--- config.mk ---
export PLATFORM = sky130hd
export DESIGN_NAME = ema_channel_scheduler
export DESIGN_NICKNAME = d
export VERILOG_FILES = /design/src/rtl/ema_channel_scheduler.sv
export SDC_FILE = /design/constraint.sdc
export NUM_CORES = 1
export LEC_CHECK = 0
export CAP_MARGIN = 25
export CELL_PAD_IN_SITES_DETAIL_PLACEMENT = 0
export CELL_PAD_IN_SITES_GLOBAL_PLACEMENT = 2
export CORE_ASPECT_RATIO = 1.2
export CORE_UTILIZATION = 35
export CTS_BUF_LIST = sky130_fd_sc_hd__clkbuf_8
export CTS_CLUSTER_SIZE = 14
export DETAILED_ROUTE_END_ITERATION = 7
export PLACE_DENSITY_LB_ADDON = 0.1
export SLEW_MARGIN = 5
export SYNTH_ARGS = -nofsm -noshare
export SYNTH_HDL_FRONTEND = slang
export SYNTH_SLANG_ARGS = --single-unit
--- constraint.sdc ---
create_clock -name clk -period 10.9 [get_ports clk]
set_input_delay 2.18 -clock clk [delete_from_list [all_inputs] [get_ports clk]]
set_output_delay 2.18 -clock clk [all_outputs]
set_load 0.01 [all_outputs]
--- src/rtl/ema_channel_scheduler.sv ---
// Time-shared exponential moving average for NCH requesting channels.
// A round-robin arbiter feeds one alpha LUT lookup and one multiply-accumulate datapath.
module ema_channel_scheduler #(
    parameter int NCH = 4,
    parameter int DW  = 16
) (
    input  logic                     clk,
    input  logic                     rst,
    input  logic [NCH-1:0]           req,
    input  logic [NCH*DW-1:0]        x_in,
    input  logic [NCH*8-1:0]         alpha_addr,
    output logic [NCH-1:0]           gnt,
    output logic [7:0]               lut_addr,
    input  logic [15:0]              lut_data,
    output logic [NCH*DW-1:0]        y_out,
    output logic                     done,
    output logic [$clog2(NCH)-1:0]   done_ch,
    output logic                     busy
);
    localparam int CW = $clog2(NCH);

    localparam logic [1:0] IDLE   = 2'd0;
    localparam logic [1:0] LOOKUP = 2'd1;
    localparam logic [1:0] MAC    = 2'd2;
    localparam logic [1:0] WRITE  = 2'd3;

    logic [1:0]           state_reg;
    logic [CW-1:0]        last_reg;
    logic [CW-1:0]        ch_reg;
    logic [7:0]           addr_reg;
    logic [DW-1:0]        x_reg;
    logic [5:0]           alpha_reg;
    logic signed [DW:0]   diff_reg;
    logic [NCH-1:0]       seeded_reg;
    logic [DW-1:0]        y_reg [NCH];

    logic [DW-1:0]        x_ch    [NCH];
    logic [7:0]           addr_ch [NCH];
    logic                 win_found;
    logic [CW-1:0]        win_idx;
    int                   cand;
    logic [DW-1:0]        y_cur;
    logic signed [DW+7:0] prod;
    logic [DW-1:0]        y_next;
    logic                 lut_unused;

    genvar gi;
    generate
        for (gi = 0; gi < NCH; gi++) begin : g_ch
            assign x_ch[gi]              = x_in[gi*DW +: DW];
            assign addr_ch[gi]           = alpha_addr[gi*8 +: 8];
            assign y_out[gi*DW +: DW]    = y_reg[gi];
        end
    endgenerate

    // Search starts one past the last winner, so the last winner has lowest priority.
    always_comb begin
        win_found = 1'b0;
        win_idx   = '0;
        cand      = 0;
        for (int k = 1; k <= NCH; k++) begin
            cand = (int'(last_reg) + k) % NCH;
            if (!win_found && req[cand[CW-1:0]]) begin
                win_found = 1'b1;
                win_idx   = cand[CW-1:0];
            end
        end
    end

    always_comb begin
        gnt = '0;
        if (!rst && state_reg == IDLE && win_found) begin
            gnt[win_idx] = 1'b1;
        end
    end

    assign y_cur      = y_reg[ch_reg];
    assign prod       = diff_reg * $signed({1'b0, alpha_reg});
    // Truncation to DW bits is exact: alpha <= 63/64 keeps the sum inside 0..2^DW-1.
    assign y_next     = y_cur + DW'(prod >>> 6);
    assign lut_addr   = addr_reg;
    assign busy       = !rst && state_reg != IDLE;
    assign done       = !rst && state_reg == WRITE;
    assign done_ch    = done ? ch_reg : '0;
    assign lut_unused = ^lut_data[15:6];

    always_ff @(posedge clk) begin
        if (rst) begin
            state_reg  <= IDLE;
            last_reg   <= CW'(NCH - 1);
            ch_reg     <= '0;
            addr_reg   <= '0;
            x_reg      <= '0;
            alpha_reg  <= '0;
            diff_reg   <= '0;
            seeded_reg <= '0;
            for (int i = 0; i < NCH; i++) begin
                y_reg[i] <= '0;
            end
        end else begin
            case (state_reg)
                IDLE: begin
                    if (win_found) begin
                        ch_reg    <= win_idx;
                        last_reg  <= win_idx;
                        x_reg     <= x_ch[win_idx];
                        addr_reg  <= addr_ch[win_idx];
                        state_reg <= LOOKUP;
                    end
                end
                LOOKUP: begin
                    alpha_reg <= lut_data[5:0];
                    diff_reg  <= $signed({1'b0, x_reg}) - $signed({1'b0, y_cur});
                    state_reg <= MAC;
                end
                MAC: begin
                    // The write lands on the edge entering WRITE, so y_out and done appear together.
                    y_reg[ch_reg]      <= seeded_reg[ch_reg] ? y_next : x_reg;
                    seeded_reg[ch_reg] <= 1'b1;
                    state_reg          <= WRITE;
                end
                default: begin
                    state_reg <= IDLE;
                end
            endcase
        end
    end
endmodule

==> reports/qor.yml <==
status: "complete, no violations"
fin_crit_ps: 7200
post-route-period-util_pct: 66.0
num_io_pins: 198
worstHoldStart: "lut_addr[0]"
synthXorXnorAreaFrac_pct: 3.11
synth-seq-cells: 123
synthSimpleGateAreaFrac_pct: 23.8
crit_path_end_kind: "flop"
layout-drive-gt1-share_pct: 5.87
reg2reg_slack_ps: 3700
synth_top_family_by_area: "simple AND/OR/NAND/NOR gates"
worstSkewPairLatency_ps: 470
grt_pass1_vias: 9102
cts.path.max_buffers: 2
area_delta_synth_final_pct: 25.3
drtIter0Drc: 393
p_per_area_nw_per_um2: 183
cts.reportedPaths.clkPinSlew_ps: 80
yosysMostFrequentCell: "nand2_1"
port_buffers: 187
core_area_sq_um: 29800
initial_utilization_pct: 35.8
antenna_found_initial: 0
yosys.area.top_type: "edfxtp_1"
max_freq_mhz: 139
avgSynthCellArea_sq_um: 8.86
grt_pass1_wl_mm: 51.4
nNetsFinal: 1631
synth_nets: 1467
path_buf_inv: 4
grt.total_usage_pct: 21.5
cpPeakStageDelay_ps: 550
cts.repair.resized: 0
fp.dieArea_sq_um: 31200
htreeDepth: 4
synth_edf_count: 64
vias: 8871
whs_path_depth: 2
ant_nets: 0
cts_buffers: 17
pwr-share-clk_pct: 18.5
synth_top_area_share_pct: 18.0
synth_compound_area_share_pct: 11.2
drv_cap: 0
cts_tree: "built"
antenna_cells: 0
syn_area_sq_um: 10700
switchingPower_uw: 1090
cts_root_buf: "clkbuf_8"
worstMarginPinSlew_ps: 975
synth.distinct_cells: 70
cp-start-kind: "flop"
setup_tns_ps: 0
crit_type: "flop to flop"
rsz0062_at_grt: "no"
place.gp.congestion: 0.787
yosys-top-cells-count: "nand2_1, inv_1, nor2_1"
routedWlPerCell_um: 18.1
cpMaxStageDelayCell: "nor3_1"
p_comb_share_pct: 52.3
p_leak_uw: 0.00579
die_w_um: 161
ctsHoldBuffers: 0
dp_hpwl_mm: 24.5
required_ps: 11100
setup_viol: 0
synth_cells: 1204
p_sw_share_pct: 44.5
synth_warnings: 0
maxSlewViolCount: 0
clock_skew_ps: 19.2
peakVddDrop_uv: 100
path_depth: 25
drt_pass1_iterations: 5
n_fill_cell: 2980
startpoint: "alpha_reg[3]"
grt_overflow: 0
grt_max_degree: 52
route.detailed.drc: 0
r2r_cells: 25
largest_register_ffs: 64
r2r_start: "alpha_reg[3]"
viasPerCell: 5.01
hold_viol: 0
synth-async-reset-ratio_pct: 0
cp_max_fo: 18
cp.arrival_ps: 7390
ys.flop_type: "edfxtp_1"
synthAdderAreaFrac_pct: 21.7
rows: 69
ys_seq_area_share_pct: 29.1
die_h_um: 193
final_area_sq_um: 13400
post_cts_buffers: 0
power.internal_uw: 1360
seq_power_share_pct: 29.3
synth_area_leaders: "edfxtp_1, fa_1, dfxtp_1"
cp_top_family: "adder cells"
detailed_place.area_sq_um: 12900
hold_path.class: "flop to flop"
muxShareOfSynthArea_pct: 4.99
clock-sinks: 123
maxSlewHeadroom_pct: 35.0
fin_util_pct: 44.9
wirelength_mm: 32.1
==> power groups by stage <==
stage	clock network (uW)	registers (uW)	logic, uW
floorplan	0	656	928
global placement	0	730	1290
detailed placement	0	731	1290
CTS	463	721	1300
global route	483	734	1450
finish	451	715	1280
==> layout by cell type, fill, tap and decap left out, types with 4 or more instances in the layout <==
cell             instances
nand2b_1                14
or3_1                    9
mux4_2                  13
and3_1                   5
inv_6                    5
nor4_1                   5
o21ai_0                 18
xor2_1                  11
buf_4                   14
nand4_1                  4
nand3b_1                 5
edfxtp_1                64
ha_1                    78
a31oi_1                  4
clkbuf_8                17
nand3_1                 84
a21o_1                  14
nand2_1                155
mux2i_1                 16
xnor2_1                 20
nor2_1                  96
o31ai_1                  5
o21a_1                  19
o211ai_1                 9
a21oi_1                 56
nor3_1                  26
inv_1                  117
clkdlybuf4s50_1        186
dfxtp_1                 59
nor2b_1                 13
and2_1                  92
o21ai_1                  5
fa_1                    67
a211oi_1                 5
==> worst paths after layout <==
check | to
worst max register to register | y_reg[2][14]
worst max-delay path | y_reg[2][14]
worst min-delay path | lut_addr[0]
worst min register to register | lut_addr[0]
==> logic make-up (layout without fill, tap and decap cells) <==
logic type      count (synthesis)  in the layout
flops                         123            123
fa+ha+maj                     145            145
compound gates                175            175
simple gates                  522            522
mux                            32             32
buf+inv                       173            350
xor+xnor                       34             34
==> layout make-up <==
type	count	area [sq um]	share of cell area (%)
Multi-Input combinational cell	908	6940	51.9
Timing Repair Buffer	201	1970	14.8
Inverter	117	439	3.29
Clock inverter	15	188	1.40
Clock buffer	17	234	1.75
Tap cell	390	488	3.65
Sequential cell	123	3100	23.2
==> through the flow <==
step | instances | hold slack (ps) | setup WS, ps | total power [uW]
after floorplan | 1204 | 436 | 4570 | 1580
after global placement | 1739 | 444 | 3660 | 2020
after detailed placement | 1739 | 446 | 3650 | 2020
after CTS | 1771 | 457 | 3600 | 2480
after global routing | 1771 | 473 | 3140 | 2670
final | 1771 | 455 | 3700 | 2450
==> per-layer routing <==
metal	track usage, %	part of all wire [%]	up-vias
met3	4.63	4.7	17
li1	-	-	4423
met5	0	0	-
met4	4.33	0.88	0
met2	36.9	50	163
met1	27.5	45	4268
==> worst min-delay path: stages (launching register included) <==
cell and delay [ps]:
dfxtp_1 310, nand2_1 50, a21oi_1 50
(Power assumes the default switching activity.)
